`src/rtl/reg_file_mp.sv`:
```
// reg_file_mp: multi-read-port register file with post-reset hardware clear sweep.
// Optional REG_FILE_ZERO_REG_EN hardwires entry 0 to zero.
module reg_file_mp #(
  parameter int DATA_W = 32,
  parameter int ADDR_W = 5,
  parameter int NUM_RD = 2
) (
  input  logic                     clk,
  input  logic                     rst,
  input  logic [NUM_RD*ADDR_W-1:0] rd_addr,
  output logic [NUM_RD*DATA_W-1:0] rd_data,
  input  logic                     we,
  input  logic [ADDR_W-1:0]        wr_addr,
  input  logic [DATA_W-1:0]        wr_data,
  output logic                     busy,
  output logic                     wr_drop
);
  localparam int DEPTH = 2 ** ADDR_W;
`ifdef REG_FILE_ZERO_REG_EN
  localparam bit ZERO_REG = 1'b1;
`else
  localparam bit ZERO_REG = 1'b0;
`endif
  typedef enum logic {CLEAR, IDLE} state_t;
  state_t state, state_next;
  logic [ADDR_W-1:0] clr_ptr;
  logic [DATA_W-1:0] mem [DEPTH];
  logic wr_ok;
  assign busy = state == CLEAR;
  assign wr_ok = we && !busy && !(ZERO_REG && wr_addr == '0);
  always_comb begin
    state_next = rst ? CLEAR : (busy && clr_ptr == '1) ? IDLE : state;
  end
  always_ff @(posedge clk) begin
    state   <= state_next;
    clr_ptr <= rst ? '0 : busy ? clr_ptr + 1'b1 : clr_ptr;
    wr_drop <= !rst && we && busy;
  end
  // the reset edge itself leaves the array alone; the sweep does the zeroing
  always_ff @(posedge clk) begin
    if (!rst && busy) mem[clr_ptr] <= '0;
    else if (!rst && wr_ok) mem[wr_addr] <= wr_data;
  end
  always_comb begin
    rd_data = '0;
    for (int i = 0; i < NUM_RD; i++) begin
      rd_data[i*DATA_W +: DATA_W] =
        (busy || (ZERO_REG && rd_addr[i*ADDR_W +: ADDR_W] == '0)) ? '0 :
        (we && wr_addr == rd_addr[i*ADDR_W +: ADDR_W]) ? wr_data :
        mem[rd_addr[i*ADDR_W +: ADDR_W]];
    end
  end
endmodule
```
`config.mk`:
```
export PLATFORM = sky130hd
export DESIGN_NAME = reg_file_mp
export DESIGN_NICKNAME = d
export VERILOG_FILES = /design/src/rtl/reg_file_mp.sv
export SDC_FILE = /design/constraint.sdc
export NUM_CORES = 1
export LEC_CHECK = 0
export ABC_CLOCK_PERIOD_IN_PS = 5900
export CORE_ASPECT_RATIO = 0.5
export CORE_MARGIN = 2
export CORE_UTILIZATION = 60
export DETAILED_ROUTE_END_ITERATION = 8
export PLACE_DENSITY = 0.78
export SYNTH_ARGS = -nofsm -noshare
export SYNTH_HDL_FRONTEND = slang
export SYNTH_SLANG_ARGS = --single-unit
```
`constraint.sdc`:
```
create_clock -name clk -period 5.9 [get_ports clk]
set_input_delay 1.77 -clock clk [delete_from_list [all_inputs] [get_ports clk]]
set_output_delay 1.77 -clock clk [all_outputs]
set_load 0.01 [all_outputs]
```
==> flow_metrics.tcl <==
set metrics [dict create \
    status "complete, but fails checks" \
    violations "DRC" \
    setup_violations 0 \
    synth_top_cell_by_area "edfxtp_1" \
    worstSetupPathType "input port to primary output" \
    fp.dieW_um 410.4 \
    pin_count 116 \
    layout_min_cycle_time_ns 5.897 \
    area_growth_pct 17.35 \
    die-area_mm2 0.08502 \
    ys_top_cells_by_area "edfxtp_1 (62%), mux4_2 (13%), mux2i_1 (9.3%)" \
    drtAntennaViolNets 0 \
    p_total_mw 15.56 \
    cts_hold_buf 0 \
    cts_made_buffers 91 \
    nNetsFinal 3286 \
    critPathLaunchType "input port" \
    slowest_stage "a221oi_1" \
    power_density_mw_per_mm2 267.7 \
    gr-usage-all-layers 0.3798 \
    syn_inst 2911 \
    place.gp.congestion 0.9200 \
    relSlewSlack 0.3129 \
    grt_pass1_wl_um 230900 \
    rsz0062_at_grt "true" \
    netlist_area_mm2 0.04954 \
    clk_pin_slew_ns 0.06 \
    maxCapViolations 0 \
    antenna_found_initial 3 \
    wl_per_cell_um 36.91 \
    max_freq_ghz 0.1696 \
    r2r_setup_slack_ns 2.28 \
    ys_warn_count 0 \
    crit_chain "buf_16 -> buf_16 -> buf_4 -> mux2i_1 -> a221oi_1 -> a21oi_1 -> nor3_2 -> a211o_1 -> clkdlybuf4s50_1" \
    dr.first_iter.drc_count 6034 \
    r2r-end "mem[13][11]" \
    ys_seq_area_frac 0.6236 \
    arrival_ns 4.13 \
    synth_nets 2963 \
    synth_flop_cell "edfxtp_1" \
    synthTopCellsByCount "edfxtp_1 (1024), mux2i_1 (458), mux4_2 (286)" \
    route.detailed.drc 4 \
    synth.avg_cell_area_um2 17.02 \
    synth_edf_count 1024 \
    clk_latency_ns 0.70 \
    final.period_utilization 0.9995 \
    port_buffers 115 \
    clock_skew_ns 0.01463 \
    h-tree-depth 3 \
    cts_tree "done" \
    max_stage_delay_ns 0.56 \
    synth_seq_cells 1031 \
    worst_ir_drop_vdd_mv 0.2686 \
    initial_core_util 0.6066 \
    std_cell_rows 74 \
    critPathRequiredTime_ns 4.13 \
    clockBufferDepth 3 \
    grt_pass1_vias 33720 \
    endpoint_kind "primary output" \
    synthArstFlopShare 0 \
    yosysMostFrequentCell "edfxtp_1" \
    synth.top_cell.area_share 0.6207 \
    grt_max_degree 48 \
    via_per_inst 7.677 \
    finalHoldViolations 0 \
    critPathCapture "rd_data[31]" \
    core_area_mm2 0.08166 \
    worst-slew-pin-transition_ns 1.031 \
    hold-worst-slack_ns 0.5872 \
    path_common_cell "buf_16" \
    synth.distinct_cells 57 \
    slew_viol_final 0 \
    hold_path_class "register to register" \
    dp_hpwl_um 97770 \
    reg2reg_depth 5 \
    clockRootBuffer "clkbuf_16" \
    die_y_um 207.2 \
    critPathMaxFanout 21 \
    crit_start "rd_addr[0]" \
    first_pass_iters 8 \
    dr_total_vias 33860 \
    reg2reg_from "state" \
    grt_overflow 0 \
    drt_wl_total_um 162800 \
    p_leak_nw 18.98 \
    clock-sinks 1031 \
    drive_above_1_share 0.2703 \
]
-- worst max-delay path, delay by kind of cell --
family | cells | cell delay (ns)
buf+inv | 4 | 1.13
compound gates | 3 | 0.90
simple gates | 1 | 0.23
mux | 1 | 0.06
-- cell usage in the layout, fill, tap and decap left out, drive strengths merged, types with 10 or more instances in the layout --
cell,instances
dlygate4sd2,30
mux2i,458
and2,36
bufinv,13
buf,365
edfxtp,1024
a211o,21
mux4,286
a221oi,176
a21oi,118
nor3,74
a22oi,51
a221o,67
a211oi,17
clkinv,35
clkbuf,115
o211ai,10
o21ai,89
nor2,47
clkdlybuf4s50,66
nand2,48
nand2b,28
-- registers in the layout, summed over array words and instances (netlist names) --
| name | cells |
|---|---|
| clr_ptr | 5 |
| state | 1 |
| wr_drop | 1 |
| mem | 1024 |
-- cell type report --
class | count | area [um2]
Timing Repair Buffer | 475 | 5220
Antenna cell | 1 | 2.502
Multi-Input combinational cell | 1628 | 17590
Tap cell | 1102 | 1379
Inverter | 7 | 30.03
Fill cell | 4900 | 23530
Clock buffer | 110 | 2370
Clock inverter | 56 | 654.4
Sequential cell | 1031 | 30890
-- report_power, final --
| part | leakage (nW) | internal (mW) | total [mW] | switching, mW |
|---|---|---|---|---|
| registers | 8.17 | 7.98 | 8.01 | 0.0252 |
| logic | 9.34 | 0.570 | 1.34 | 0.771 |
| clock network | 1.47 | 3.45 | 6.21 | 2.77 |
| total | 19.0 | 12.0 | 15.6 | 3.56 |
-- cell families after synthesis --
logic type,synth area share
flip-flops,0.6236
multiplexers,0.2244
AO/OA/AOI/OAI,0.09047
AND/OR/NAND/NOR,0.02718
buffers and inverters,0.03160
XOR/XNOR,0.002298
adder cells (fa/ha/maj),0.0005051
-- worst min-delay path by stage --
stage / slack [ns] / start / cells after the start / to
finish: 0.59 / clr_ptr[1] / 2 / clr_ptr[1]
global route: 0.64 / clr_ptr[0] / 2 / clr_ptr[0]
CTS: 0.58 / clr_ptr[1] / 2 / clr_ptr[1]
detailed placement: 0.58 / clr_ptr[1] / 2 / clr_ptr[1]
global placement: 0.55 / clr_ptr[1] / 2 / clr_ptr[1]
floorplan: 0.51 / clr_ptr[3] / 2 / clr_ptr[3]
-- layer usage --
layer	up-vias	global-route usage	wire length, um
li1	13010	-	-
met1	16960	0.5181	53930
met2	3251	0.5493	70650
met3	633	0.1334	29290
met4	4	0.1836	8879
met5	-	0.003337	46
-- metrics by stage --
step | instance area [um2] | worst slack (ns) | setup TNS [ns] | util | std cells
global placement | 54440 | -0.2049 | -7.040 | 0.6667 | 4210
finish | 58130 | 0.003166 | 0 | 0.7119 | 4410
detailed placement | 54440 | -0.2736 | -8.958 | 0.6667 | 4210
global route | 58130 | -0.03816 | -0.06326 | 0.7118 | 4409
CTS | 57770 | -0.08497 | -0.2960 | 0.7074 | 4392
floorplan | 49540 | 0.7454 | 0 | - | 2911
-- timing repair --
item,4_1_cts,5_1_grt
pin swaps,6,7
gates resized for setup,63,37
setup endpoints to repair,63,38
cloned,1,3
setup buffers,16,14
hold endpoints to repair,0,0
Note: power is estimated with default switching activity, not from simulation.
==> edit (same flow settings) <==
The localparam `ZERO_REG` goes from 1'b0 to 1'b1.
--- a/src/rtl/reg_file_mp.sv
+++ b/src/rtl/reg_file_mp.sv
@@ -21,3 +21,3 @@
 `else
-  localparam bit ZERO_REG = 1'b0;
+  localparam bit ZERO_REG = 1'b1;
 `endif
Check against the original RTL: no difference found for any inputs over 4 cycles, from zero or initial values and one cycle with rst high; that may be too few to reach the edited logic, so the function may still have changed.
==> edit against the original RTL <==
The flow finishes with violations (setup timing); power decreased by 3.4%; synthesized cell count decreased by 3.5%; synthesized area decreased by 0.83%; design area increased by 0.40%; sequential power about the same; sequential cell count unchanged; count of clock-buffer cells in the layout increased by 8; setup slack got worse by 44 ps; wire length decreased by 3.4%; critical path type unchanged; largest cell class unchanged.
==> edit: results (changes against the original RTL) <==
metric	value	unit	change
CTS-repair resized insts	169		+170%
R2R setup slack	2490	ps	+210 ps
run status	complete, but fails checks		
# setup viols final	3		+3
core footprint	81400	um2	-0.34%
initial antenna violation count	10		+7
Buffers, non-clock	498		+4.8%
Final WS setup	-40.4	ps	-43.6 ps
failing checks	setup timing		
clk_lat worst skew	670	ps	-30 ps
GRT met3 Usage	0.119		-0.0142
Netlist cell types	52		-8.8%
buffering overhead	0.0940		+0.00423
sequential cell count	1031		unchanged
dpl hpwl	91200	um	-6.7%
worst clock skew	25.6	ps	+11.0 ps
Hold WS	540	ps	-47.6 ps
top post-synthesis cells by area	edfxtp_1, mux4_2, mux2i_1, a221oi_1, a211oi_1		
NumNets Final	3214		-2.2%
Clock buffers and inverters, area share	0.0468		-0.00522
met1 Use GR	0.499		-0.0191
top post-synthesis cells by count	edfxtp_1, mux2i_1, mux4_2, a221oi_1, a211oi_1		
Setup Buffers After CTS	31		+15
Total Routing Usage GR	0.372		-0.00770
post-route cell area	58400	um2	+0.40%
global-route wire length before repair	223000	um	-3.4%
Hold Path Sink	clr_ptr[0]		
clock buffer count	118		+7.3%
Post-Place Cells	4127		-2.0%
global routing usage on met2	0.559		+0.00956
==> edit: cell count changes in the layout (fill, tap and decap cells not counted), moves of 31 or more <==
cell,change
a21oi_1,-66
a211o_1,+37
mux2i_1,-50
mux4_2,+40
nor3_1,-40
o22ai_1,+31
a211oi_1,+96
a221o_1,-67
==> edit: metal layers <==
metal / wire length, um / share of wire
met5: 113 / 0.00072
met4: 8870 / 0.056
met3: 24300 / 0.15
met2: 69900 / 0.44
met1: 54100 / 0.34
==> edit: how the worst max path moves through the flow <==
stage / slack, ps / from / cells after the start / end
finish: -40 / rd_addr[2] / 8 / rd_data[1]
global route: -30 / rd_addr[0] / 8 / rd_data[2]
detailed placement: -770 / rd_addr[2] / 9 / rd_data[15]
CTS: -30 / rd_addr[8] / 8 / rd_data[36]
global placement: -770 / rd_addr[2] / 9 / rd_data[15]
floorplan: 640 / rd_addr[1] / 7 / rd_data[10]
==> edit: cell families after synthesis <==
logic type / Yosys count / share of synthesized area
multiplexers: 739 / 0.234
AO/OA/AOI/OAI: 588 / 0.0899
XOR/XNOR: 12 / 0.00214
flip-flops: 1031 / 0.629
AND/OR/NAND/NOR: 189 / 0.0202
adder cells (fa/ha/maj): 2 / 0.000509
buffers and inverters: 248 / 0.0248
==> edit: where the power goes <==
group | internal (mW) | switching [mW] | leakage [nW]
combinational | 0.599 | 0.724 | 9.69
sequential | 7.98 | 0.0217 | 10.5
clock | 3.04 | 2.66 | 1.32
==> edit: critical path: stages <==
cell           delay (ps)
buf_4                 160
nor2_4                620
buf_4                 350
a221oi_2              120
a211oi_1              370
nor3_1                 90
a211o_1               370
dlygate4sd2_1         320
